===== config.mk =====
export PLATFORM = sky130hd
export DESIGN_NAME = in_window
export DESIGN_NICKNAME = d
export VERILOG_FILES = /design/src/rtl/md5_ui_pkg.sv /design/src/rtl/in_prefix_len.sv /design/src/rtl/in_window.sv
export SDC_FILE = /design/constraint.sdc
export NUM_CORES = 1
export LEC_CHECK = 0
export CAP_MARGIN = 20
export CORE_UTILIZATION = 40
export DETAILED_ROUTE_END_ITERATION = 8
export PLACE_DENSITY = 0.64
export SLEW_MARGIN = 10
export SYNTH_ARGS = -nofsm -noshare
export SYNTH_HDL_FRONTEND = slang
export SYNTH_SLANG_ARGS = --single-unit

===== constraint.sdc =====
create_clock -name clk -period 5.9 [get_ports clk]
set_clock_uncertainty 0.2 [all_clocks]
set_input_delay 0.885 -clock clk [delete_from_list [all_inputs] [get_ports clk]]
set_output_delay 0.885 -clock clk [all_outputs]
set_load 0.02 [all_outputs]

===== src/rtl/md5_ui_pkg.sv =====
// md5_ui_pkg: shared buffer size, FSM states and display codes for the message entry UI
package md5_ui_pkg;
  localparam int BYTES = 16;
  typedef enum logic [1:0] {EDIT, START, BUSY} state_t;
  localparam logic [4:0] BLANK_SEG = 5'b10000;
  localparam logic [4:0] END_SEG = 5'b11111;
endpackage


===== src/rtl/in_prefix_len.sv =====
// in_prefix_len: count of consecutive set valid bits starting at bit 0
module in_prefix_len #(
  parameter int BYTES = 16
) (
  input  logic [BYTES-1:0]       valid,
  output logic [$clog2(BYTES):0] len
);
  logic run;
  // a running AND stops counting at the first hole
  always_comb begin
    len = '0;
    run = 1'b1;
    for (int i = 0; i < BYTES; i++) begin
      run = run & valid[i];
      len = len + ($clog2(BYTES)+1)'(run);
    end
  end
endmodule


===== src/rtl/in_window.sv =====
// in_window: hex-keypad message entry buffer with hand-off to a hash core (optional seg_echo via IN_WINDOW_ECHO_EN)
module in_window #(
  parameter int BYTES = md5_ui_pkg::BYTES
) (
  input  logic                     clk,
  input  logic                     rst,
  input  logic                     key_valid,
  input  logic [3:0]               key_nibble,
  input  logic                     left_shift,
  input  logic                     right_shift,
  input  logic                     clear,
  input  logic                     go,
  input  logic                     core_done,
  output logic [8*BYTES-1:0]       data_o,
  output logic [BYTES-1:0]         valid_o,
  output logic [$clog2(BYTES)-1:0] cursor_o,
  output logic                     nib_hi_o,
  output logic [$clog2(BYTES):0]   len_o,
  output logic                     start_o,
  output logic                     busy_o
`ifdef IN_WINDOW_ECHO_EN
  ,
  output logic [4:0]               seg_echo
`endif
);
  import md5_ui_pkg::*;
  localparam int CW = $clog2(BYTES);
  localparam logic [CW-1:0] LAST = CW'(BYTES-1);
  state_t state, next_state;
  logic edit;
  assign edit = state == EDIT;
  in_prefix_len #(.BYTES(BYTES)) u_len (.valid(valid_o), .len(len_o));
  // state register
  always_ff @(posedge clk) begin
    if (rst) state <= EDIT;
    else state <= next_state;
  end
  // go needs a non-empty buffer and no concurrent clear; START is a single cycle
  always_comb begin
    next_state = edit ? ((go && !clear && len_o != '0) ? START : EDIT) :
                 state == START ? BUSY :
                 core_done ? EDIT : BUSY;
  end
  // handshake outputs decoded from state
  always_comb begin
    start_o = state == START;
    busy_o  = !edit;
  end
  // buffer edits only in EDIT; clear beats keys, keys beat shifts
  always_ff @(posedge clk) begin
    if (rst || (edit && clear)) begin
      data_o   <= '0;
      valid_o  <= '0;
      cursor_o <= '0;
      nib_hi_o <= 1'b0;
    end else if (edit && key_valid) begin
      data_o[{cursor_o, nib_hi_o, 2'b00} +: 4] <= key_nibble;
      nib_hi_o <= !nib_hi_o;
      if (nib_hi_o) begin
        valid_o[cursor_o] <= 1'b1;
        cursor_o <= cursor_o == LAST ? cursor_o : cursor_o + CW'(1);
      end
    end else if (edit && (left_shift ^ right_shift)) begin
      cursor_o <= left_shift ? (cursor_o == LAST ? cursor_o : cursor_o + CW'(1)) :
                               (cursor_o == '0 ? cursor_o : cursor_o - CW'(1));
      nib_hi_o <= 1'b0;
    end
  end
`ifdef IN_WINDOW_ECHO_EN
  // echo the nibble under the cursor once its byte is complete, else blank
  always_ff @(posedge clk) begin
    if (rst) seg_echo <= BLANK_SEG;
    else seg_echo <= valid_o[cursor_o] ? {1'b0, data_o[{cursor_o, nib_hi_o, 2'b00} +: 4]} : BLANK_SEG;
  end
`endif
endmodule


==> metrics.md, run 1 <==
| Metric | Value |
|---|---|
| Status | completed |
| Placed cell areas | 8640 sq um |
| Synth warn | 0 |
| Root Buffer | clkbuf_16 |
| Worst Setup SP | valid_o[2] |
| CP bufs+invs | 3 |
| Initial antenna violation count | 0 |
| Fraction of layout cells with a size suffix above 1 | 8.95% |
| Sequential Area | 3020 sq um |
| WL final | 19.0 mm |
| DRC viols | 0 |
| Post-route cell area | 9320 sq um |
| Worst vdd ir | 0.000198 V |
| Unrepaired setup endpoints after global routing | yes |
| CTS tree | done |
| GRT overflow | 0 |
| Chip width | 132 um |
| Mux cell area share after synthesis | 16.7% |
| Hold WC Path Type | flop to flop |
| Vias in the first global route | 5,394 |
| CP Cell Sequence | and3_4 > and4_4 > and4_1 > and3_4 > and3_4 > fa_1 > inv_2 > fa_1 > fa_1 > inv_2 > fa_1 > fa_2 > a21o_1 > a21oi_2 > xnor2_1 > buf_4 |
| Launching point of the worst reg2reg path | valid_o[2] |
| Largest net degree at the start of global routing | 49 |
| Cell Count Post-Placement | 1,105 |
| Hold_buf cts | 0 |
| CTS Buf Count | 17 |
| Syn Std Cell Area | 6750 sq um |
| Drt first pass iters | 6 |
| Wire length per cell | 16.8 um |
| Placer Congestion | 0.831 |
| Post-Layout Cell Count | 1,136 |
| Final hold vios | 0 |
| Worst-path clk slew | 60 ps |
| Vias per inst | 5.02 |
| Post-synth EDFFs | 0 |
| First-pass GRT wire length | 30.1 mm |
| Yosys reg bits | 151 |
| Worst-path maximum fanout | 2 |
| Compound-cell area share of the yosys netlist | 7.26% |
| Worst setup SP type | flop |
| Die Y | 132 um |
| Main combinational cell family by area after synthesis | simple AND/OR/NAND/NOR gates |
| Via count | 5,708 |
| Die Area | 17,400 sq um |
| CTS Sinks | 151 |
| Arrival @ worst endpoint | 4780 ps |
| # IOs | 168 |
| Slew @ Worst Pin | 981 ps |
| Worst stage delay on the critical path | 510 ps |
| Multi-input gate area | 3490 sq um |
| Slew headroom | 34.3% |
| Synth unique cells | 61 |
| Sequential area share after synthesis | 44.8% |
| Critical-path top delay cell | fa_1 |
| Clock Path Buffers | 2 |
| Iter 0 DRT Violations | 420 |
| Post-DP HPWL | 14.1 mm |
| Fin. max-slew vios | 0 |
| FF-to-FF path depth | 17 |
| CP most frequent cell | fa_1 |
| Asr flop ratio synth | 0% |
| Hold Path Cell Cnt | 2 |
| WP data required | 4820 ps |
| Fin Setup TNS | 0 ps |
| Syn_nets | 778 |
| Number of nets with antenna violations after routing | 0 |
| Post-Syn Instances | 744 |
| Power Dens Cells | 249 nW/um^2 |
| CORE AREA | 16,500 sq um |
| Kind of critical path | flop to output port |
| Adder-Cell Fraction of Synth Area | 5.08% |
| Synth Flop Type | dfxtp_1 |
| XOR/XNOR share of the synthesized area | 0.889% |
| Worst Setup End Kind | output port |
| Antenna cells | 0 |
| Fill cells | 1,538 |
| Synthesized area per cell | 9.08 sq um |
| Simple logic cell fraction of the synthesized area | 21.0% |
| FMAX | 0.170 GHz |
| GR Util All Layers | 22.5% |
| Clk_lat worst skew | 420 ps |
| Layout area overhead | 38.0% |
| Starting Density | 40.9% |
| Final Cycle Share | 99.5% |
| Leakage | 3.83 nW |
| Critical path depth in cells | 16 |
| Cell family with most CP delay | adder cells |
| Setup Fix Bufs, Post-CTS | 0 |
| Max Cap Viol | 0 |
| Min Tclk post-route | 5870 ps |
| H-tree level count | 4 |
| Total power | 2.32 mW |
| Std cell rows | 47 |
| PortBufs | 167 |
| Net count, final | 938 |
| Worst hold path startpoint | data_o[120] |
| Final setup viols | 0 |
## metal layers
metal | routed length [um] | vias to the layer above | GRT usage (%)
met5 | 0 | - | 0
met4 | 387 | 0 | 7.69
met3 | 1360 | 26 | 6.50
met2 | 8480 | 187 | 34.7
met1 | 8810 | 2676 | 30.0
li1 | - | 2819 | -
## worst register-to-register path: stages, from the launching register on
cell	delay, ps
dfxtp_2	320
and3_4	170
and4_4	170
and4_1	210
and3_4	190
and3_4	180
fa_1	490
inv_2	40
fa_1	480
fa_1	510
inv_2	40
fa_1	530
fa_2	230
inv_2	40
fa_2	520
inv_2	40
or4_1	530
o2111a_1	240
## path summary, 6_finish.rpt
check                end  slack, ps
max reg2reg     state[0]        660
min reg2reg  data_o[120]        260
min          data_o[120]        260
max             len_o[3]         30
## cells in the final DEF, fill, tap and decap left out, types with 13 or more instances in the layout
| cell | synthesis | final |
|---|---|---|
| mux2i_1 | 109 | 109 |
| inv_1 | 21 | 17 |
| clkdlybuf4s50_1 | 0 | 162 |
| buf_4 | 6 | 16 |
| clkbuf_16 | 0 | 17 |
| nand2_1 | 179 | 179 |
| dfxtp_1 | 151 | 150 |
| ha_1 | 13 | 13 |
| nand3_1 | 25 | 25 |
| a21oi_1 | 35 | 33 |
| nor2_1 | 45 | 45 |
## cells by family after synthesis
group,count (synthesis)
AO/OA/AOI/OAI,81
AND/OR/NAND/NOR,310
buffers and inverters,63
flip-flops,151
adder cells (fa/ha/maj),22
multiplexers,111
XOR/XNOR,6
## per-stage QoR
stage                     setup WS (ps)  hold WS, ps  util, %
after floorplan                     135          298        -
after global placement            -44.1          242     52.1
after detailed placement          -82.4          247     52.3
after CTS                          2.22          255     56.1
after global routing               -139          269     56.4
final                              31.7          256     56.4
## repair_timing
action,4_1_cts,5_1_grt
pin swaps,1,8
hold endpoints to repair,0,0
gates resized for setup,23,17
setup endpoints to repair,5,4
## report_power, final
part           internal, mW  switching [mW]  total [mW]
Combinational        0.0420          0.0846       0.127
Clock                 0.743           0.424        1.17
Sequential             1.02         0.00428        1.03
## cell usage after synthesis (all sizes together), types with 2 or more instances
cell     count  area share (%)
nand2      179             9.9
nor2        47             2.8
fa           9             2.7
a2111oi      2            0.35
nand2b       6            0.56
o21ai       21             1.6
mux2i      110              16
xnor2        5            0.76
a31oi        2            0.19
and3         7            0.65
dfxtp      151              45
ha          13             2.4
and4         3            0.39
nor3         4            0.54
or2          3            0.28
o2111a       2            0.33
and2        13             1.2
a21oi       36             2.7
nor2b       10            0.93
nor4b        2            0.57
nand3       25             1.9
clkbuf      23             1.3
buf         19             1.8
and2b        2            0.24
o211ai      10             1.1
nand4        2            0.19
inv         21             1.2
a21o         2            0.22
## cell type report
| cell class | instances | share of cell area [%] |
|---|---|---|
| multi-input cells | 530 | 37.5 |
| inverters | 21 | 0.846 |
| repair buffers | 183 | 19.4 |
| clock buffers | 21 | 5.05 |
| well taps | 220 | 2.95 |
| clock inverters | 10 | 1.79 |
| flip-flops and latches | 151 | 32.5 |
## flip-flops by register name, summed over array words and instances (netlist names)
name      flops
cursor_o      4
nib_hi_o      1
valid_o      16
state         2
data_o      128
Note: power is estimated with default switching activity, not from simulation.
==> inputs of run 2 (changes only) <==
--- a/config.mk
+++ b/config.mk
@@ -8,7 +8,9 @@
 export CAP_MARGIN = 20
 export CORE_UTILIZATION = 40
 export DETAILED_ROUTE_END_ITERATION = 8
+export HOLD_SLACK_MARGIN = 0.12
 export PLACE_DENSITY = 0.64
+export RECOVER_POWER = 100
 export SLEW_MARGIN = 10
 export SYNTH_ARGS = -nofsm -noshare
 export SYNTH_HDL_FRONTEND = slang
==> run 2 against run 1 <==
  * Worst hold slack got worse by 5.3 ps
  * Critical path type unchanged
  * Clock power barely moved
  * The run now ends with max-capacitance violations, max-slew violations left
  * Die area did not move
  * Register-to-register slack barely moved
  * Highest routed layer unchanged
  * Sequential power barely moved
==> metrics.md, run 2 (synthesized netlist as in run 1, its figures left out) <==
| Metric | Value |
|---|---|
| Status | complete, but fails checks |
| Failing checks | max-capacitance violations, max-slew violations |
| Cell family with most CP delay | adder cells |
| Worst Setup End Kind | output port |
| Final Cycle Share | 99.4% (about the same) |
| Clk_lat worst skew | 420 ps (about the same) |
| Antenna cells | 0 (unchanged) |
| Most common cell after layout, fill and taps aside | nand2_1 |
| Fin. max-slew vios | 44 (+44) |
| Pre-CTS setup slack | -82.4 ps (unchanged) |
| PortBufs | 167 (unchanged) |
| Setup Fix Bufs, Post-CTS | 0 (unchanged) |
| Met2 routed wirelength | 8.54 mm (+0.70%) |
| Iter 0 DRT Violations | 455 (+8.3%) |
| GR Util All Layers | 22.5% (unchanged) |
| Commonest cells after routing, fill and taps aside | nand2_1, dlygate4sd3_1, dfxtp_1 |
| Sequential Area | 3020 sq um (unchanged) |
| Worst hold slack | 250 ps (-5.34 ps) |
| Setup WS post-layout | 33.0 ps (+1.26 ps) |
| Final hold vios | 0 (unchanged) |
| Arrival @ worst endpoint | 4780 ps (about the same) |
| WL final | 19.1 mm (+0.34%) |
| CP most frequent cell | fa_1 |
| Routed wl met3 | 1.29 mm (-5.1%) |
| Worst vdd ir | 0.000197 V (-0.44%) |
| Starting Density | 40.9% (unchanged) |
| DRC viols | 0 (unchanged) |
| CTS Buf Count | 17 (unchanged) |
| Max reg flops | 128 (unchanged) |
| CORE AREA | 16,500 sq um (unchanged) |
| Std cell rows | 47 (unchanged) |
| GRT overflow | 0 (unchanged) |
| First-pass GRT wire length | 30.1 mm (unchanged) |
| Hold WC Path Type | flop to flop |
| Worst-path clk slew | 60 ps (about the same) |
| Cell Count Post-Placement | 1,105 (unchanged) |
| Slew @ Worst Pin | 1980 ps (+1000 ps) |
| Worst setup SP type | flop |
| Post-DP HPWL | 14.1 mm (unchanged) |
| # IOs | 168 (unchanged) |
| CTS tree | done |
| H-tree level count | 4 (unchanged) |
| FMAX | 0.170 GHz (about the same) |
| WP data required | 4820 ps (about the same) |
| CP Cell Sequence | and3_4 > and4_4 > and4_1 > and3_4 > and3_4 > fa_1 > inv_2 > fa_1 > fa_1 > inv_2 > fa_1 > fa_2 > a21o_1 > a21oi_2 > xnor2_1 > buf_4 |
| Wire length per cell | 16.8 um (+0.34%) |
| Chip width | 132 um (unchanged) |
| Fraction of layout cells with a size suffix above 1 | 7.75% (-1.2 points) |
| Top Metal Used | met4 |
| Die Area | 17,400 sq um (unchanged) |
| Clock Path Buffers | 2 (unchanged) |
| Post-Layout Cell Count | 1,136 (unchanged) |
| Worst-path maximum fanout | 2 (unchanged) |
| Vias per inst | 5.01 (-0.21%) |
| Critical-path top delay cell | fa_1 |
| Unrepaired setup endpoints after global routing | yes |
| Drt first pass iters | 5 (-1) |
| Net count, final | 938 (unchanged) |
| Root Buffer | clkbuf_16 |
| CP bufs+invs | 3 (unchanged) |
| Placer Congestion | 0.831 (unchanged) |
| Vias in the first global route | 5,394 (unchanged) |
| Via count | 5,696 (-0.21%) |
| Slew headroom | -32.2% (-66 points) |
| Largest net degree at the start of global routing | 49 (unchanged) |
| Leakage | 4.35 nW (+14%) |
| Max Cap Viol | 1 (+1) |
| Largest Register | data_o |
| Hold_buf cts | 0 (unchanged) |
| Number of nets with antenna violations after routing | 0 (unchanged) |
| Die Y | 132 um (unchanged) |
| Min Tclk post-route | 5870 ps (-1.26 ps) |
| WL met1 | 8.91 mm (+1.1%) |
| Fill cells | 1,554 (+1.0%) |
| Initial antenna violation count | 0 (unchanged) |
| Layout area overhead | 37.1% |
| Multi-input gate area | 3430 sq um (-1.6%) |
| Kind of critical path | flop to output port |
| Worst stage delay on the critical path | 510 ps (about the same) |
| CTS Sinks | 151 (unchanged) |
| Power Dens Cells | 250 nW/um^2 (+0.33%) |
| Top Registers | data_o x128, valid_o x16, cursor_o x4 |
| Total power | 2.31 mW (-0.32%) |
| Final setup viols | 0 (unchanged) |
[run 2: changes by cell type in the layout (fill, tap and decap cells not counted), sizes merged]
cell,delta
buf,-1
clkbuf,+1
clkdlybuf4s50,-153
dlygate4sd3,+153
[run 2: layout make-up]
class / count / share of cell area, %
clock buffer: 21 / 5.08
clock inverter: 10 / 1.80
inverter: 21 / 0.851
tap: 220 / 2.97
timing repair buffer: 183 / 19.5
multi-input combinational: 530 / 37.1
sequential: 151 / 32.7
[run 2: metal layers]
layer | up-vias | track usage (%)
li1 | 2816 | -
met1 | 2675 | 30.0
met2 | 182 | 34.7
met3 | 23 | 6.50
met4 | 0 | 7.69
met5 | - | 0
[run 2: final timing paths]
kind | from | endpoint | slack [ps] | cells after the start
worst max-delay path | valid_o[2] | len_o[3] | 30 | 16
worst min-delay path | data_o[46] | data_o[46] | 250 | 2
worst max register to register | valid_o[2] | state[0] | 660 | 17
worst min register to register | data_o[46] | data_o[46] | 250 | 2
[run 2: timing repair]
action | in CTS | in global routing
endpoints found under the setup margin | 5 | 4
resized for setup | 23 | 17
pin swaps | 1 | 8
[run 2: power by group]
part | internal (mW) | total [mW] | switching [mW]
Sequential | 1.02 | 1.03 | 0.00414
Combinational | 0.0378 | 0.120 | 0.0818
Clock | 0.743 | 1.17 | 0.424
[run 2: metrics by stage]
step / instance area [sq um] / utilization (%) / setup TNS, ps
5_1_grt: 9260 / 56.0 / -421
3_5_place_dp: 8640 / 52.3 / -266
3_3_place_gp: 8610 / 52.1 / -94.0
4_1_cts: 9270 / 56.1 / 0
2_1_floorplan: 6750 / - / 0
6_report: 9260 / 56.0 / 0
[run 2: tightest hold or removal path, cell delays in order (launching register included)]
cell and delay [ps]:
dfxtp_1 300, nand2_1 50, a21oi_1 50
